==> config.mk <==
export PLATFORM = sky130hd
export DESIGN_NAME = keypad_scanner
export DESIGN_NICKNAME = d
export VERILOG_FILES = /design/src/rtl/keypad_pkg.sv /design/src/rtl/keypad_event_fifo.sv /design/src/rtl/keypad_scanner.sv
export SDC_FILE = /design/constraint.sdc
export NUM_CORES = 1
export LEC_CHECK = 0
export BUFFER_PORTS_ARGS = -buffer_cell sky130_fd_sc_hd__buf_2
export CAP_MARGIN = 20
export CORE_AREA = 4 4 99 101
export DETAILED_ROUTE_END_ITERATION = 16
export DIE_AREA = 0 0 103 105
export PLACE_DENSITY = 0.82
export SYNTH_ARGS = -nofsm -noshare
export SYNTH_HDL_FRONTEND = slang
export SYNTH_SLANG_ARGS = --single-unit
==> constraint.sdc <==
create_clock -name clk -period 5.73 [get_ports clk]
set_input_delay 0.2865 -clock clk [delete_from_list [all_inputs] [get_ports clk]]
set_output_delay 0.2865 -clock clk [all_outputs]
set_load 0.03 [all_outputs]
==> src/rtl/keypad_pkg.sv <==
// Shared types and constants for the matrix keypad scanner and its event FIFO.
package keypad_pkg;

    // Event encoding: MSB is the press/release flag, lower bits the key index.
    localparam logic PRESS   = 1'b1;
    localparam logic RELEASE = 1'b0;

    typedef enum logic [0:0] {
        IDLE = 1'b0,
        WALK = 1'b1
    } emit_state_t;

    // Width of one event word: key index plus the press flag.
    function automatic int ev_w(input int rows, input int cols);
        return $clog2(rows * cols) + 1;
    endfunction

endpackage

==> src/rtl/keypad_event_fifo.sv <==
// Small synchronous FIFO for GPIO event words. Pushes while full are ignored
// unless a pop happens on the same edge; the caller detects drops itself.
module keypad_event_fifo
    import keypad_pkg::*;
#(
    parameter int W     = 5,
    parameter int DEPTH = 4
) (
    input  logic                       i_clk,
    input  logic                       i_rst,
    input  logic                       i_push,
    input  logic [W-1:0]               i_data,
    input  logic                       i_pop,
    output logic [W-1:0]               o_data,
    output logic                       o_full,
    output logic                       o_empty,
    output logic [$clog2(DEPTH+1)-1:0] o_count
);

    localparam int AW   = $clog2(DEPTH);
    localparam int CNTW = $clog2(DEPTH + 1);

    logic [W-1:0]    r_mem [DEPTH];
    logic [AW-1:0]   r_rd;
    logic [AW-1:0]   r_wr;
    logic [CNTW-1:0] r_count;
    logic            w_pop;
    logic            w_wr;

    assign o_empty = (r_count == '0);
    assign o_full  = (r_count == CNTW'(DEPTH));
    assign o_count = r_count;
    assign w_pop   = i_pop & ~o_empty;
    assign w_wr    = i_push & (~o_full | w_pop);
    // Head word is forced to zero while empty so the output is defined after reset.
    assign o_data  = o_empty ? '0 : r_mem[r_rd];

    // Storage array; no reset needed since reads are masked while empty.
    always_ff @(posedge i_clk) begin
        if (w_wr) begin
            r_mem[r_wr] <= i_data;
        end
    end

    // Pointers and occupancy.
    always_ff @(posedge i_clk) begin
        if (!i_rst) begin
            r_rd    <= '0;
            r_wr    <= '0;
            r_count <= '0;
        end else begin
            if (w_wr) begin
                r_wr <= r_wr + AW'(1);
            end
            if (w_pop) begin
                r_rd <= r_rd + AW'(1);
            end
            unique case ({w_wr, w_pop})
                2'b10:   r_count <= r_count + CNTW'(1);
                2'b01:   r_count <= r_count - CNTW'(1);
                default: r_count <= r_count;
            endcase
        end
    end

endmodule

==> src/rtl/keypad_scanner.sv <==
// Matrix keypad scanner: column sequencing, frame-level debounce, debounced
// key bitmap and an ordered press/release event queue.
//
// Emitter states:
//   state | meaning
//   IDLE  | waiting for a debounced commit
//   WALK  | stepping idx 0..N-1, pushing an event for each changed key
module keypad_scanner
    import keypad_pkg::*;
#(
    parameter int ROWS     = 4,
    parameter int COLS     = 4,
    parameter int CLK_DIV  = 50,
    parameter int DEBOUNCE = 3,
    parameter int DEPTH    = 4
) (
    input  logic                          clk,
    input  logic                          rst,
    input  logic [ROWS-1:0]               keypad_row,
    output logic [COLS-1:0]               keypad_col,
    output logic [ROWS*COLS-1:0]          keypad,
    output logic                          event_valid,
    input  logic                          event_ready,
    output logic [ev_w(ROWS, COLS)-1:0]   event_data,
    output logic                          overflow,
    input  logic                          overflow_clr
);

    localparam int N    = ROWS * COLS;
    localparam int IW   = $clog2(N);
    localparam int EW   = ev_w(ROWS, COLS);
    localparam int DW   = $clog2(CLK_DIV);
    localparam int CW   = $clog2(COLS);
    localparam int SW   = $clog2(DEBOUNCE + 1);
    localparam int CNTW = $clog2(DEPTH + 1);

    logic [DW-1:0]   r_div;
    logic [CW-1:0]   r_col;
    logic [N-1:0]    r_raw;
    logic [N-1:0]    r_prev;
    logic [SW-1:0]   r_stable;
    logic            r_frame_done;
    logic [N-1:0]    r_keypad;
    logic [N-1:0]    r_changed;
    logic [IW-1:0]   r_idx;
    logic            r_overflow;
    emit_state_t     r_state;
    emit_state_t     w_state_next;

    logic            w_tick;
    logic            w_frame_end;
    logic [N-1:0]    w_raw_next;
    logic            w_commit;
    logic            w_push;
    logic [EW-1:0]   w_push_data;
    logic            w_pop;
    logic            w_drop;
    logic            w_fifo_full;
    logic            w_fifo_empty;
    logic [CNTW-1:0] w_fifo_count;

    assign w_tick      = (r_div == DW'(CLK_DIV - 1));
    assign w_frame_end = w_tick & (r_col == CW'(COLS - 1));

    // Divider: one tick per column slot.
    always_ff @(posedge clk) begin
        if (!rst) begin
            r_div <= '0;
        end else if (w_tick) begin
            r_div <= '0;
        end else begin
            r_div <= r_div + DW'(1);
        end
    end

    // Column sequencer advances on each tick, wrapping after the last column.
    always_ff @(posedge clk) begin
        if (!rst) begin
            r_col <= '0;
        end else if (w_tick) begin
            if (r_col == CW'(COLS - 1)) begin
                r_col <= '0;
            end else begin
                r_col <= r_col + CW'(1);
            end
        end
    end

    // Drive only the current column low.
    always_comb begin
        keypad_col = ~(COLS'(1) << r_col);
    end

    // Raw matrix with the current column's sense lines merged in on a tick.
    always_comb begin
        w_raw_next = r_raw;
        for (int c = 0; c < COLS; c++) begin
            if (w_tick && (r_col == CW'(c))) begin
                w_raw_next[c*ROWS +: ROWS] = ~keypad_row;
            end
        end
    end

    // Frame capture and debounce counter; compares the completed frame with the last one.
    always_ff @(posedge clk) begin
        if (!rst) begin
            r_raw        <= '0;
            r_prev       <= '0;
            r_stable     <= '0;
            r_frame_done <= 1'b0;
        end else begin
            r_raw        <= w_raw_next;
            r_frame_done <= w_frame_end;
            if (w_frame_end) begin
                r_prev <= w_raw_next;
                if (w_raw_next == r_prev) begin
                    if (r_stable != SW'(DEBOUNCE)) begin
                        r_stable <= r_stable + SW'(1);
                    end
                end else begin
                    r_stable <= '0;
                end
            end
        end
    end

    // Commit is evaluated once, on the cycle after a frame ends, so a half-updated
    // raw matrix from the next frame can never be committed.
    assign w_commit = r_frame_done & (r_stable == SW'(DEBOUNCE)) & (r_raw != r_keypad);

    // Debounced bitmap and the set of keys the emitter has to report.
    always_ff @(posedge clk) begin
        if (!rst) begin
            r_keypad  <= '0;
            r_changed <= '0;
        end else if (w_commit) begin
            r_keypad  <= r_raw;
            r_changed <= r_raw ^ r_keypad;
        end
    end

    assign keypad = r_keypad;

    // Emitter state register.
    always_ff @(posedge clk) begin
        if (!rst) begin
            r_state <= IDLE;
        end else begin
            r_state <= w_state_next;
        end
    end

    // Emitter next-state.
    always_comb begin
        w_state_next = r_state;
        unique case (r_state)
            IDLE: if (w_commit) w_state_next = WALK;
            WALK: if (r_idx == IW'(N - 1)) w_state_next = IDLE;
            default: w_state_next = IDLE;
        endcase
    end

    // Emitter outputs: one candidate event per walked index.
    always_comb begin
        w_push      = 1'b0;
        w_push_data = '0;
        if (r_state == WALK) begin
            w_push      = r_changed[r_idx];
            w_push_data = {(r_keypad[r_idx] ? PRESS : RELEASE), r_idx};
        end
    end

    // Walk index: parked at zero in IDLE so each walk starts at key 0.
    always_ff @(posedge clk) begin
        if (!rst) begin
            r_idx <= '0;
        end else if (r_state == IDLE) begin
            r_idx <= '0;
        end else begin
            r_idx <= r_idx + IW'(1);
        end
    end

    assign event_valid = ~w_fifo_empty;
    assign w_pop       = event_ready & (w_fifo_count != '0);
    assign w_drop      = w_push & w_fifo_full & ~w_pop;

    keypad_event_fifo #(
        .W     (EW),
        .DEPTH (DEPTH)
    ) u_fifo (
        .i_clk   (clk),
        .i_rst   (rst),
        .i_push  (w_push),
        .i_data  (w_push_data),
        .i_pop   (w_pop),
        .o_data  (event_data),
        .o_full  (w_fifo_full),
        .o_empty (w_fifo_empty),
        .o_count (w_fifo_count)
    );

    // Sticky drop flag; a drop in the same cycle as a clear keeps it set.
    always_ff @(posedge clk) begin
        if (!rst) begin
            r_overflow <= 1'b0;
        end else if (w_drop) begin
            r_overflow <= 1'b1;
        end else if (overflow_clr) begin
            r_overflow <= 1'b0;
        end
    end

    assign overflow = r_overflow;

endmodule

==> impl_results.md <==
* Die W at 103 µm
* Hold_sp: overflow_clr
* Top Ports at 35
* Max FO, Critical Path at 12
* Share of layout cells above drive strength 1 at 15.7%
* Routed len/inst at between 15 and 20 µm
* DIE HEIGHT at 105 µm
* Pins over their slew limit at 0
* Combinational Power Share at 16.1%
* Number of synthesized register bits at 110
* DRT antenna net count at 0
* Clock Skew at ~0.011 ns
* Clock sink count at 110
* Largest delay share family, worst path: multiplexers
* Fin nets at 559
* P_sw at 0.475 mW
* Total GRT Usage at 21.8%
* Fin. Hold Viols at 0
* Vias in the first global route at 3,851
* Most frequent cells in the layout: dfxtp_1, nor2_1, nand2_1, buf_2, a21oi_1
* Placeable Area at about 9000 µm²
* Syn avg cell area at about 10 µm²
* Crit end category: flip-flop
* Post-Synthesis Net Count at 541
* Worst Path Buf+Inv at 0
* Most common cell after layout, fill and taps aside: dfxtp_1
* Warnings from Yosys at 0
* Fin util at 62.2%
* Worst-case vdd ir drop at approximately 0.00015 V
* Post-CTS Setup Bufs at 0
* PnR worst setup slack at roughly 2.7 ns
* Starting DRT DRC Count at 187
* Largest net degree at the start of global routing at 64
* Final setup viols at 0
* Via count at 3,850
* Port bufs at 34
* Reg-to-reg critical path startpoint: r_idx[0]
* Fin crit share at between 50% and 60%
* Pleak at 2.12 nW
* CP Launch Point: r_idx[0]
* Critical path type: reg2reg
* Sequential-to-total area share from yosys stat at 45.9%
* Initial antenna violation count at 0
* Status: complete, no violations
* # rows at 35
* Syn Inst Count at 520
* Post-synth EDFFs at 20
* Worst-Margin Slew at 1.04 ns
* Hold_buf cts at 0
* Internal at 1.07 mW
* Max cap viols at 0
* Worst EP arrival at 3.33 ns
* Flop pwr share at 53.3%
* Critical-path cell list: mux4_2, mux4_2, nand2_2, nand2_1, fa_1, nand3b_1, mux2i_1, nand3b_1, o21ai_0
* TritonCTS Buffers at 9
* Slowest Stage Delay on Critical Path at 0.72 ns
* Hpwl dp at roughly 8000 µm
* First-pass GRT wire length at 18,500 µm
* Clock slew at reported path FFs at 0.11 ns
* Async SR Flop Fraction at 0%
* Primary FF master, synth: dfxtp_1
* Synthesized cell area at around 5200 µm²
* Root Driver: clkbuf_8
* Hold Crit Class: in2reg
* DR DRC count at 0
* Switching part of the total at a little under a third
* Post-layout min period at 3.01 ns
* Clock Tree Buf Depth at 2
* Area occupied by multi-input gates at 2570 µm²
* CTS tree: built
* Initial core utilization at between 50% and 60%
* Slowest CP cell: dfxtp_1
* Total design power at 1.54 mW
* Diode count at 0
* Post-CTS Resized at 0
* Worst Path Required at 6.05 ns
* Area Growth Syn to Fin at 7.17%
* GPL Wtd Cong at 0.845
* Total Die Area at 10,800 µm²
* Library cells used by synthesis at 63
* Crit path launch type: flip-flop
* Setup TNS at 0 ns
* RSZ-0062 raised after global routing: false
* Clock network fraction of total power at a little under a third
* H-tree level count at 3
* Clock Latency Late Sink at 0.38 ns
* F_max at 332 MHz
* PD cells at 275 nW/µm²
* DRT Pass-1 Iters at 5
* Grt ovf at 0
* DP Worst Slack at 2.73 ns
* Rel. slew slack at 30.9%
* Fill cell count at 758
* Final WL at roughly 11,000 µm
* Vias per inst at roughly 5.9
* Register area at 2400 µm²
## path summary, 6_finish.rpt
check	end	slack (ns)	depth (start not counted)
hold / removal	overflow	0.20	4
setup reg to reg	u_fifo.o_count[2]	2.72	9
setup / recovery	u_fifo.o_count[2]	2.72	9
hold reg to reg	r_prev[11]	0.48	2
## routing by layer
layer / vias up / track usage, % / routed length, µm
li1: 1840 / - / -
met1: 1865 / 27.8 / 4520
met2: 118 / 35.8 / 5740
met3: 27 / 4.47 / 590
met4: 0 / 8.42 / 268
met5: - / 0 / 0
## area by class of cell
class | count | area share, %
multi-input cells | 352 | 45.8
flip-flops and latches | 110 | 42.8
repair buffers | 35 | 3.17
well taps | 111 | 2.47
clock buffers | 9 | 2.21
inverters | 30 | 2.01
clock inverters | 7 | 1.54
## power groups by stage
stage | combinational, mW | sequential (mW) | clock (mW)
6_report | 0.248 | 0.824 | 0.473
5_1_grt | 0.273 | 0.829 | 0.522
4_1_cts | 0.251 | 0.824 | 0.480
3_5_place_dp | 0.249 | 0.842 | 0
3_3_place_gp | 0.245 | 0.840 | 0
2_1_floorplan | 0.204 | 0.830 | 0
## flip-flops by register name, summed over array words and instances (netlist names), 3 cells and up, named ones only
signal / count
u_fifo.r_mem: 20
r_changed: 16
r_idx: 4
r_prev: 16
r_div: 6
u_fifo.o_count: 3
keypad: 16
r_raw: 16
## synth_stat cells, types with 2 or more instances
library cell	instances	area, µm²
a2111oi_2	2	30.0
a211oi_1	15	113
a21oi_1	31	155
a22o_1	2	17.5
a2bb2oi_1	2	17.5
and2_0	2	12.5
and2_1	21	131
and3_1	4	25.0
buf_2	3	15.0
buf_6	4	45.0
clkbuf_1	19	71.3
dfxtp_1	90	1800
edfxtp_1	20	601
ha_1	12	150
inv_1	29	109
mux2_4	2	30.0
mux2i_1	29	290
mux4_2	15	338
nand2_1	36	135
nand2b_1	4	25.0
nand3_1	12	60.1
nand3b_1	2	15.0
nand4_1	4	25.0
nor2_1	76	285
nor2_8	2	40.0
nor4_1	2	12.5
o2111a_1	2	22.5
o211ai_1	2	15.0
o21a_1	2	15.0
o21ai_0	11	55.1
o22ai_1	3	18.8
xnor2_1	18	158
xor2_1	12	105
## logic make-up after synthesis
logic type,count (synthesis),share of synthesized area [%]
AND/OR/NAND/NOR,177,16.7
flip-flops,110,45.9
AO/OA/AOI/OAI,85,11.3
buffers and inverters,58,5.07
multiplexers,47,12.8
XOR/XNOR,30,5.02
adder cells (fa/ha/maj),13,3.25
## per-stage QoR
| stage | cells | cell area (µm²) | hold WS [ns] |
|---|---|---|---|
| final | 654 | 5610 | 0.197 |
| after global routing | 654 | 5610 | 0.221 |
| after CTS | 654 | 5610 | 0.192 |
| after detailed placement | 638 | 5400 | 0.452 |
| after global placement | 638 | 5400 | 0.444 |
| after floorplan | 520 | 5240 | 0.429 |
## worst min-delay path: stages
cell and delay [ns]:
buf_2 0.09, inv_1 0.04, a21oi_1 0.05, nor2_1 0.07
Note: power is estimated with default switching activity, not from simulation.
